## src/rtl/branch_resolve_ctrl.sv

```systemverilog
// Branch resolution sequencer for the RV32I execute stage: compares operands, checks the
// fetch prediction, issues a held redirect plus a one-cycle flush, and counts outcomes.
module branch_resolve_ctrl #(
  parameter int XLEN  = 32,
  parameter int CNT_W = 16
) (
  input  logic             clk,
  input  logic             rst_n,
  input  logic             in_valid,
  output logic             in_ready,
  input  logic [2:0]       in_funct3,
  input  logic [XLEN-1:0]  in_rs1,
  input  logic [XLEN-1:0]  in_rs2,
  input  logic [XLEN-1:0]  in_pc,
  input  logic [XLEN-1:0]  in_imm,
  input  logic             in_pred_taken,
  input  logic             in_kill,
  output logic             out_valid,
  output logic             out_taken,
  output logic [XLEN-1:0]  out_target,
  output logic             out_illegal,
  output logic             redir_valid,
  input  logic             redir_ready,
  output logic [XLEN-1:0]  redir_pc,
  output logic             flush,
  input  logic             cnt_clr,
  output logic [CNT_W-1:0] cnt_branches,
  output logic [CNT_W-1:0] cnt_mispred
);

  typedef enum logic [1:0] {IDLE, EVAL, REDIR} state_e;

  state_e state_q, state_d;

  logic [2:0]             funct3_q, funct3_d;
  logic signed [XLEN-1:0] rs1_q, rs1_d;
  logic signed [XLEN-1:0] rs2_q, rs2_d;
  logic [XLEN-1:0]        pc_q, pc_d;
  logic [XLEN-1:0]        imm_q, imm_d;
  logic                   pred_q, pred_d;

  logic                   out_valid_q, out_valid_d;
  logic                   out_taken_q, out_taken_d;
  logic [XLEN-1:0]        out_target_q, out_target_d;
  logic                   out_illegal_q, out_illegal_d;
  logic [XLEN-1:0]        redir_pc_q, redir_pc_d;
  logic                   flush_q, flush_d;
  logic [CNT_W-1:0]       cnt_br_q, cnt_br_d;
  logic [CNT_W-1:0]       cnt_mp_q, cnt_mp_d;

  logic                   eq, lt, cond, illegal, taken, mispred;
  logic [XLEN-1:0]        target, fallthrough;

  function automatic logic [CNT_W-1:0] sat_inc(input logic [CNT_W-1:0] v);
    return (&v) ? v : v + CNT_W'(1);
  endfunction

  // Comparison datapath, evaluated from the captured operands during EVAL
  always_comb begin
    eq          = (rs1_q == rs2_q);
    lt          = funct3_q[1] ? ($unsigned(rs1_q) < $unsigned(rs2_q)) : (rs1_q < rs2_q);
    cond        = funct3_q[2] ? lt : eq;
    illegal     = (funct3_q[2:1] == 2'b01);
    taken       = !illegal && (cond ^ funct3_q[0]);
    mispred     = (taken != pred_q);
    target      = pc_q + imm_q;
    fallthrough = pc_q + XLEN'(4);
  end

  always_comb begin
    state_d       = state_q;
    funct3_d      = funct3_q;
    rs1_d         = rs1_q;
    rs2_d         = rs2_q;
    pc_d          = pc_q;
    imm_d         = imm_q;
    pred_d        = pred_q;
    out_valid_d   = 1'b0;
    flush_d       = 1'b0;
    out_taken_d   = out_taken_q;
    out_target_d  = out_target_q;
    out_illegal_d = out_illegal_q;
    redir_pc_d    = redir_pc_q;

    unique case (state_q)
      IDLE: begin
        if (in_valid && !in_kill) begin
          funct3_d = in_funct3;
          rs1_d    = in_rs1;
          rs2_d    = in_rs2;
          pc_d     = in_pc;
          imm_d    = in_imm;
          pred_d   = in_pred_taken;
          state_d  = EVAL;
        end
      end
      EVAL: begin
        if (in_kill) begin
          state_d = IDLE;
        end else begin
          out_valid_d   = 1'b1;
          out_taken_d   = taken;
          out_target_d  = target;
          out_illegal_d = illegal;
          if (mispred) begin
            redir_pc_d = taken ? target : fallthrough;
            flush_d    = 1'b1;
            state_d    = REDIR;
          end else begin
            state_d = IDLE;
          end
        end
      end
      REDIR: begin
        if (in_kill || redir_ready) state_d = IDLE;
      end
      default: state_d = IDLE;
    endcase
  end

  // Counters advance while the result/flush pulses are visible; clear wins
  always_comb begin
    cnt_br_d = cnt_br_q;
    cnt_mp_d = cnt_mp_q;
    if (cnt_clr) begin
      cnt_br_d = '0;
      cnt_mp_d = '0;
    end else begin
      if (out_valid_q) cnt_br_d = sat_inc(cnt_br_q);
      if (flush_q)     cnt_mp_d = sat_inc(cnt_mp_q);
    end
  end

  always_ff @(posedge clk or negedge rst_n) begin
    if (!rst_n) begin
      state_q       <= IDLE;
      out_valid_q   <= 1'b0;
      out_taken_q   <= 1'b0;
      out_target_q  <= '0;
      out_illegal_q <= 1'b0;
      redir_pc_q    <= '0;
      flush_q       <= 1'b0;
      cnt_br_q      <= '0;
      cnt_mp_q      <= '0;
    end else begin
      state_q       <= state_d;
      out_valid_q   <= out_valid_d;
      out_taken_q   <= out_taken_d;
      out_target_q  <= out_target_d;
      out_illegal_q <= out_illegal_d;
      redir_pc_q    <= redir_pc_d;
      flush_q       <= flush_d;
      cnt_br_q      <= cnt_br_d;
      cnt_mp_q      <= cnt_mp_d;
    end
  end

  // Operand capture registers carry data only and need no reset
  always_ff @(posedge clk) begin
    funct3_q <= funct3_d;
    rs1_q    <= rs1_d;
    rs2_q    <= rs2_d;
    pc_q     <= pc_d;
    imm_q    <= imm_d;
    pred_q   <= pred_d;
  end

  assign in_ready     = (state_q == IDLE);
  assign redir_valid  = (state_q == REDIR);
  assign out_valid    = out_valid_q;
  assign out_taken    = out_taken_q;
  assign out_target   = out_target_q;
  assign out_illegal  = out_illegal_q;
  assign redir_pc     = redir_pc_q;
  assign flush        = flush_q;
  assign cnt_branches = cnt_br_q;
  assign cnt_mispred  = cnt_mp_q;

endmodule

```

## config.mk

```make
export PLATFORM = sky130hd
export DESIGN_NAME = branch_resolve_ctrl
export DESIGN_NICKNAME = d
export VERILOG_FILES = /design/src/rtl/branch_resolve_ctrl.sv
export SDC_FILE = /design/constraint.sdc
export NUM_CORES = 1
export LEC_CHECK = 0
export ABC_CLOCK_PERIOD_IN_PS = 38400
export BUFFER_PORTS_ARGS = -buffer_cell sky130_fd_sc_hd__buf_2
export CORE_MARGIN = 2
export CORE_UTILIZATION = 60
export CTS_CLUSTER_DIAMETER = 120
export CTS_CLUSTER_SIZE = 24
export DETAILED_ROUTE_END_ITERATION = 8
export GPL_TIMING_DRIVEN = 0
export PLACE_DENSITY = 0.86
export SLEW_MARGIN = 20
export SYNTH_ARGS = -nofsm -noshare
export SYNTH_HDL_FRONTEND = slang
export SYNTH_SLANG_ARGS = --single-unit
```

## constraint.sdc

```tcl
create_clock -name clk -period 38.4 [get_ports clk]
set_clock_uncertainty 0.2 [all_clocks]
set_input_delay 0 -clock clk [delete_from_list [all_inputs] [get_ports clk]]
set_output_delay 0 -clock clk [all_outputs]
set_load 0.05 [all_outputs]
```

==> results of run 1 <==
routing by layer:
layer,GRT usage (%),up-vias
met5,0,-
li1,-,4425
met4,13.5,0
met1,38.3,4727
met2,53.9,506
met3,5.26,103
cell type report:
type	instances	area, µm²
Tap cell	260	325
Buffer	24	116
Multi-Input combinational cell	673	4750
Clock buffer	20	352
Sequential cell	234	6520
Clock inverter	1	8.76
Inverter	56	210
Fill cell	1069	3800
Timing Repair Buffer	399	2740
Antenna cell	3	7.51
Yosys cell counts (all sizes together) (4+ instances only):
library cell and instances:
o21a 5, clkbuf 16, a211oi 7, nor3 19, inv 55, o211ai 6, nor2 75, xor2 48
o21bai 6, nand2b 8, nand2 95, a21o 15, nand4 15, mux2 27, and3 16, o221ai 4
o31a 4, a31o 4, edfxtp 132, a21oi 36, a311oi 4, ha 66, and2 5, mux2i 32
dfrtp 102, nand3 28, a211o 5, nor2b 5, xnor2 29, buf 8, or3 5, and4 4
nor4 4, o21ai 53
worst min path at each step:
stage                     from              end  slack (ns)  cells after the start
floorplan                rst_n  cnt_branches[0]       -0.50                      0
global placement    in_rs2[14]        rs2_q[14]       -0.02                      1
detailed placement       rst_n     redir_pc[13]       -0.30                      1
CTS                  in_pc[11]         pc_q[11]       0.008                      2
global route        in_imm[27]        imm_q[27]        0.01                      2
finish              in_imm[26]        imm_q[26]        0.02                      2
report_power, final:
group	switching, W	leakage (nW)	internal, W
Sequential	0.0000170	2.54	0.000296
Clock	0.0000803	0.173	0.0000644
Combinational	0.000142	4.10	0.0000632
Total	0.000239	6.81	0.000424
per-stage QoR:
| step | hold WS (ns) | util (%) |
|---|---|---|
| floorplan | -0.496 | - |
| CTS | 0.00834 | 79.8 |
| global route | 0.0121 | 79.8 |
| detailed placement | -0.297 | 70.4 |
| finish | 0.0181 | 79.8 |
| global placement | -0.0241 | 69.6 |
state kept, by name, summed over array words and instances, names as in the netlist:
name	count
pred_q	1
rs2_q	32
out_taken	1
funct3_q	3
out_valid	1
rs1_q	32
cnt_branches	16
flush	1
pc_q	32
redir_pc	32
cnt_mispred	16
imm_q	32
out_illegal	1
state_q	2
out_target	32
worst register-to-register path: stages (launching register included):
cell and delay, ns:
edfxtp_1 0.40, ha_1 0.35, nand4_1 0.17, nor4_1 0.66, a22oi_1 0.22, o211ai_1 0.17
a32oi_1 0.21, and3b_4 0.25, nor3_2 0.20, mux2i_1 0.24, buf_4 0.25, buf_6 0.23
mux2_4 0.32
cell families after synthesis:
| family | after synthesis |
|---|---|
| AOI/OAI and AO/OA | 181 |
| xor gates and xnor gates | 77 |
| adders and majority gates | 67 |
| buffers and inverters | 80 |
| DFF | 234 |
| muxes | 59 |
| and+or+nand+nor | 289 |
==> flow_metrics.py, run 1 <==
metrics = {
    "sta": {
        "fin_setup_tns_ns": 0,
        "setup_viol_count_final": 0,
        "max_freq_ghz": 0.251,
        "rsz0062_at_grt": "false",
        "finalCritPeriodShare_pct": 10.4,
        "worst_pin_slew_ns": 0.851,
        "timing.final.crit_period_ns": 3.98,
        "drv_slew": 0,
        "setup_ws_ns": 34.42,
        "hold_viol_final": 0,
        "maxSlewHeadroom_pct": 42.6,
    },
    "global_route": {
        "overflow": 0,
        "antenna_found_initial": 3,
        "first_global_vias": 9657,
        "grt_max_degree": 75,
        "grt_pass1_wl_mm": 49.2,
        "track_usage_pct": 31.0,
    },
    "yosys": {
        "synth.area.mux_share_pct": 5.71,
        "ys_async_sr_fraction_pct": 43.6,
        "synthTopCellsByArea": "edfxtp_1 34%, dfrtp_1 22%, ha_1 7.1%",
        "synth-simple-area-share_pct": 11.7,
        "yosysTopAreaCell": "edfxtp_1",
        "synth_top_family_by_area": "simple AND/OR/NAND/NOR gates",
        "syn-num-nets": 1192,
        "synth_ff_type": "edfxtp_1",
        "synthCells": 987,
        "synth.yosys.seq_area_share_pct": 56.2,
        "ys_ff_latch": 234,
        "ys_types": 73,
        "synth_compound_area_share_pct": 10.4,
        "ys.warnings.count": 0,
        "synth_area_um2": 11600,
        "synth_fa_ha_area_share_pct": 7.30,
        "synth_edf_count": 132,
        "syn_area_per_cell_um2": 11.7,
        "yosysTopAreaCellShare_pct": 34.2,
        "synthXorXnorAreaFrac_pct": 5.82,
    },
    "finish": {
        "fin_cells": 1670,
        "final_layout_size_suffix_gt1_share_pct": 21.5,
        "final_cell_mix": "257 x buf_2, 139 x dlygate4sd3_1, 132 x edfxtp_1, 102 x dfrtp_1, 95 x nand2_1",
        "design_area_um2": 15000,
        "final_common_cell": "buf_2",
        "fin_nets": 1606,
        "area_delta_synth_final_pct": 29.7,
    },
    "critical_path": {
        "worstPathMaxFanout": 10,
        "cp_num_buf_inv": 2,
        "path_depth": 12,
        "crit_path_end_kind": "flop",
        "reg2reg_to": "redir_pc[17]",
        "slowest_delay_ns": 0.66,
        "rrSetupSlack_ns": 34.42,
        "required_ns": 38.56,
        "cp_cell_sequence": "ha_1 -> nand4_1 -> nor4_1 -> a22oi_1 -> o211ai_1 -> a32oi_1 -> and3b_4 -> nor3_2 -> mux2i_1 -> buf_4 -> buf_6 -> mux2_4",
        "startpoint": "rs1_q[27]",
        "crit_family": "simple AND/OR/NAND/NOR gates",
        "cp_slowest_cell": "nor4_1",
        "arrival_ns": 4.14,
        "r2r_cells": 12,
        "critPathLaunchType": "flop",
        "r2r_start": "rs1_q[27]",
        "path_class": "flop to flop",
        "crit_path_end": "redir_pc[17]",
    },
    "route": {
        "num_vias": 9761,
        "wl_met2_mm": 16.0,
        "wl_met3_mm": 2.40,
        "drt-total-wl_mm": 32.1,
        "top_layer": "met4",
        "first_pass_iters": 8,
        "wire_per_inst_um": 19.2,
        "first_iter_violations": 735,
        "ant_nets": 0,
        "wl_met1_mm": 12.3,
        "post-route-drc-count": 0,
        "vias_per_cell": 5.84,
    },
    "clocking": {
        "post_cts_buffers": 0,
        "cts-resized-gates": 0,
        "clockBufferDepth": 3,
        "cts.sinks": 234,
        "clkTransAtPathRegs_ns": 0.10,
        "cts_root_buf": "clkbuf_16",
        "numCtsBuffers": 13,
        "htree_levels": 1,
        "cts_tree": "built",
        "cts_hold_buffers": 140,
        "worstSkewPairLatency_ns": 0.48,
    },
    "placement": {
        "dp.cells": 1506,
        "dp_hpwl_mm": 20.5,
        "dp_slack_ns": 34.69,
        "gp_congestion": 0.919,
        "port_buffers": 239,
        "placed_area_um2": 13300,
    },
    "floorplan": {
        "ioPinCount": 240,
        "dieArea_um2": 20400,
        "fp.coreArea_um2": 18800,
        "die_w_um": 143,
        "rows": 50,
        "initial_utilization_pct": 61.5,
        "fp.dieH_um": 143,
    },
    "hold_path": {
        "hold_path.class": "input pin to flop",
    },
    "job": {
        "maxCapViolCount": 0,
    },
    "power_and_ir_drop": {
        "vdd_drop_max_uv": 33.9,
        "power.density_nw_per_um2": 44.1,
        "power_w": 0.000663,
        "p_leak_nw": 6.81,
    },
    "run_status": {
        "outcome": "complete, no violations",
    },
}
No activity file was read; power rests on OpenSTA's default activity.
==> run 2: changes to the inputs <==
Settings changed: ABC_CLOCK_PERIOD_IN_PS 38400 to 4019, CORE_UTILIZATION 60 to 55, PLACE_DENSITY 0.86 to 0.8.
Clock period 38.4 ns to 4.02 ns, I/O delays scaled along.
==> run 2 against run 1 <==
Effect of this change: flip-flop and latch count unchanged; combinational power increased to 9.5 times the previous value; critical path depth decreased by 1; core utilization decreased by 7.4 points; clock power increased to 9.6 times the previous value; via count decreased by 4.3%; register-to-register slack got worse by 34 ns; power increased to 9.5 times the previous value; hold slack improved by 0.0013 ns; fmax increased by 6.3%; global-route usage decreased by 3.6 points; sequential power increased to 9.6 times the previous value; critical endpoint is now redir_pc[12].
==> flow_metrics.py, run 2 (synthesis gave the netlist of run 1 again) <==
metrics = {
    "run_status": {
        "outcome": "complete, no violations",
    },
    "critical_path": {
        "worstPathMaxFanout": 10,
        "path_class": "flop to flop",
        "arrival_ns": 3.91,
        "slowest_delay_ns": 0.40,
        "crit_path_end_kind": "flop",
        "required_ns": 4.19,
        "cp_slowest_cell": "edfxtp_1",
        "critPathLaunchType": "flop",
        "cp_cell_sequence": "ha_1 -> and4_1 -> a221oi_1 -> o221ai_1 -> a211o_1 -> and3b_4 -> nor3_2 -> mux2i_1 -> buf_4 -> buf_6 -> mux2_4",
    },
    "route": {
        "first_iter_violations": 498,
        "first_pass_iters": 5,
        "num_vias": 9343,
        "drt-total-wl_mm": 30.8,
        "vias_per_cell": 5.58,
        "post-route-drc-count": 0,
        "ant_nets": 0,
        "wire_per_inst_um": 18.4,
    },
    "global_route": {
        "antenna_found_initial": 1,
        "grt_pass1_wl_mm": 48.1,
        "track_usage_pct": 27.5,
        "overflow": 0,
        "first_global_vias": 9547,
        "grt_max_degree": 76,
    },
    "finish": {
        "area_delta_synth_final_pct": 30.1,
        "final_cell_mix": "241 x buf_2, 139 x dlygate4sd3_1, 132 x edfxtp_1, 102 x dfrtp_1, 95 x nand2_1",
        "nFillCells": 1372,
        "multi_input_area_um2": 4760,
        "fin_nets": 1598,
        "seq_area_um2": 6520,
        "final_common_cell": "buf_2",
        "final_layout_size_suffix_gt1_share_pct": 21.2,
    },
    "sta": {
        "worst_pin_slew_ns": 0.835,
        "hold_viol_final": 0,
        "setup_ws_ns": 0.279,
        "timing.final.crit_period_ns": 3.74,
        "fin_setup_tns_ns": 0,
        "rsz0062_at_grt": "false",
        "max_freq_ghz": 0.267,
        "drv_slew": 0,
        "maxSlewHeadroom_pct": 43.7,
        "finalCritPeriodShare_pct": 93.1,
        "setup_viol_count_final": 0,
    },
    "clocking": {
        "worstSkewPairLatency_ns": 0.48,
        "htree_levels": 1,
        "cts_root_buf": "clkbuf_16",
        "numCtsBuffers": 13,
        "post_cts_buffers": 0,
        "cts_tree": "built",
        "clkTransAtPathRegs_ns": 0.10,
        "cts.sinks": 234,
        "clockBufferDepth": 3,
    },
    "placement": {
        "dp_slack_ns": 0.246,
        "gp_congestion": 0.915,
        "port_buffers": 239,
        "dp_hpwl_mm": 20.3,
    },
    "power_and_ir_drop": {
        "vdd_drop_max_uv": 421,
        "power.density_nw_per_um2": 420,
        "power_w": 0.00632,
        "p_leak_nw": 6.79,
    },
    "hold_path": {
        "hold_path.class": "input pin to flop",
    },
    "floorplan": {
        "fp.dieH_um": 149,
        "die_w_um": 149,
        "rows": 53,
        "dieArea_um2": 22200,
        "initial_utilization_pct": 55.6,
        "fp.coreArea_um2": 20800,
        "ioPinCount": 240,
    },
    "job": {
        "maxCapViolCount": 0,
    },
}
## run 2: cell types whose count changed in the layout (fill, tap and decap cells not counted)
| cell | before | now |
|---|---|---|
| buf_2 | 257 | 241 |
| a311oi_2 | 0 | 1 |
| diode_2 | 3 | 1 |
| buf_6 | 3 | 11 |
| nor4b_2 | 1 | 0 |
| nor4b_4 | 0 | 1 |
| a311oi_1 | 4 | 3 |
## run 2: what timing repair did
action                     CTS  global route
hold endpoints to repair   291             0
resized for setup            0             1
hold buffers               140             0
setup endpoints to repair    0             2
## run 2: area by class of cell
class | count | area share, %
clock inverter | 1 | 0.0581
multi-input combinational | 673 | 31.6
sequential | 234 | 43.2
inverter | 56 | 1.40
buffer | 24 | 0.772
timing repair buffer | 391 | 18.3
antenna | 1 | 0.0166
tap | 275 | 2.28
clock buffer | 20 | 2.33
## run 2: path summary, 6_finish.rpt
| check | end | slack [ns] | start | cells after the start |
|---|---|---|---|---|
| setup reg to reg | redir_pc[12] | 0.28 | rs1_q[11] | 11 |
| max in group asynchronous | state_q[1] | 2.87 | rst_n | 4 |
| hold reg to reg | out_target[22] | 0.29 | out_target[22] | 2 |
| setup / recovery | redir_pc[12] | 0.28 | rs1_q[11] | 11 |
| hold / removal | pc_q[24] | 0.02 | in_pc[24] | 2 |
| min in group asynchronous | redir_pc[14] | 0.36 | rst_n | 4 |
## run 2: per-layer routing
layer	up-vias	wire (µm)	GRT usage (%)
met2	369	15600	49.3
li1	4386	-	-
met3	75	2060	5.26
met1	4513	12000	32.8
met4	0	1120	10.3
met5	-	0	0
## run 2: metrics by stage
stage               utilization [%]  cells  hold slack (ns)  instance area [µm²]
global route                   72.4   1675           0.0120                15100
detailed placement             63.8   1513           -0.303                13300
finish                         72.4   1675           0.0194                15100
floorplan                         -    987           -0.496                11600
global placement               63.1   1501          -0.0241                13100
CTS                            72.3   1674          0.00447                15100
## run 2: worst max-delay path, delay by kind of cell (launching register included)
kind | cells | cell delay, ns
compound gates | 3 | 1.04
fa+ha+maj | 1 | 0.34
buf+inv | 2 | 0.45
flops | 1 | 0.40
mux | 2 | 0.55
simple gates | 3 | 0.65
## run 2: report_power, final
| group | leakage, nW | internal (W) | switching [W] | total [W] |
|---|---|---|---|---|
| combinational | 4.07 | 0.000607 | 0.00134 | 0.00194 |
| clock | 0.173 | 0.000615 | 0.000774 | 0.00139 |
| sequential | 2.54 | 0.00283 | 0.000163 | 0.00299 |
| total | 6.79 | 0.00405 | 0.00227 | 0.00632 |
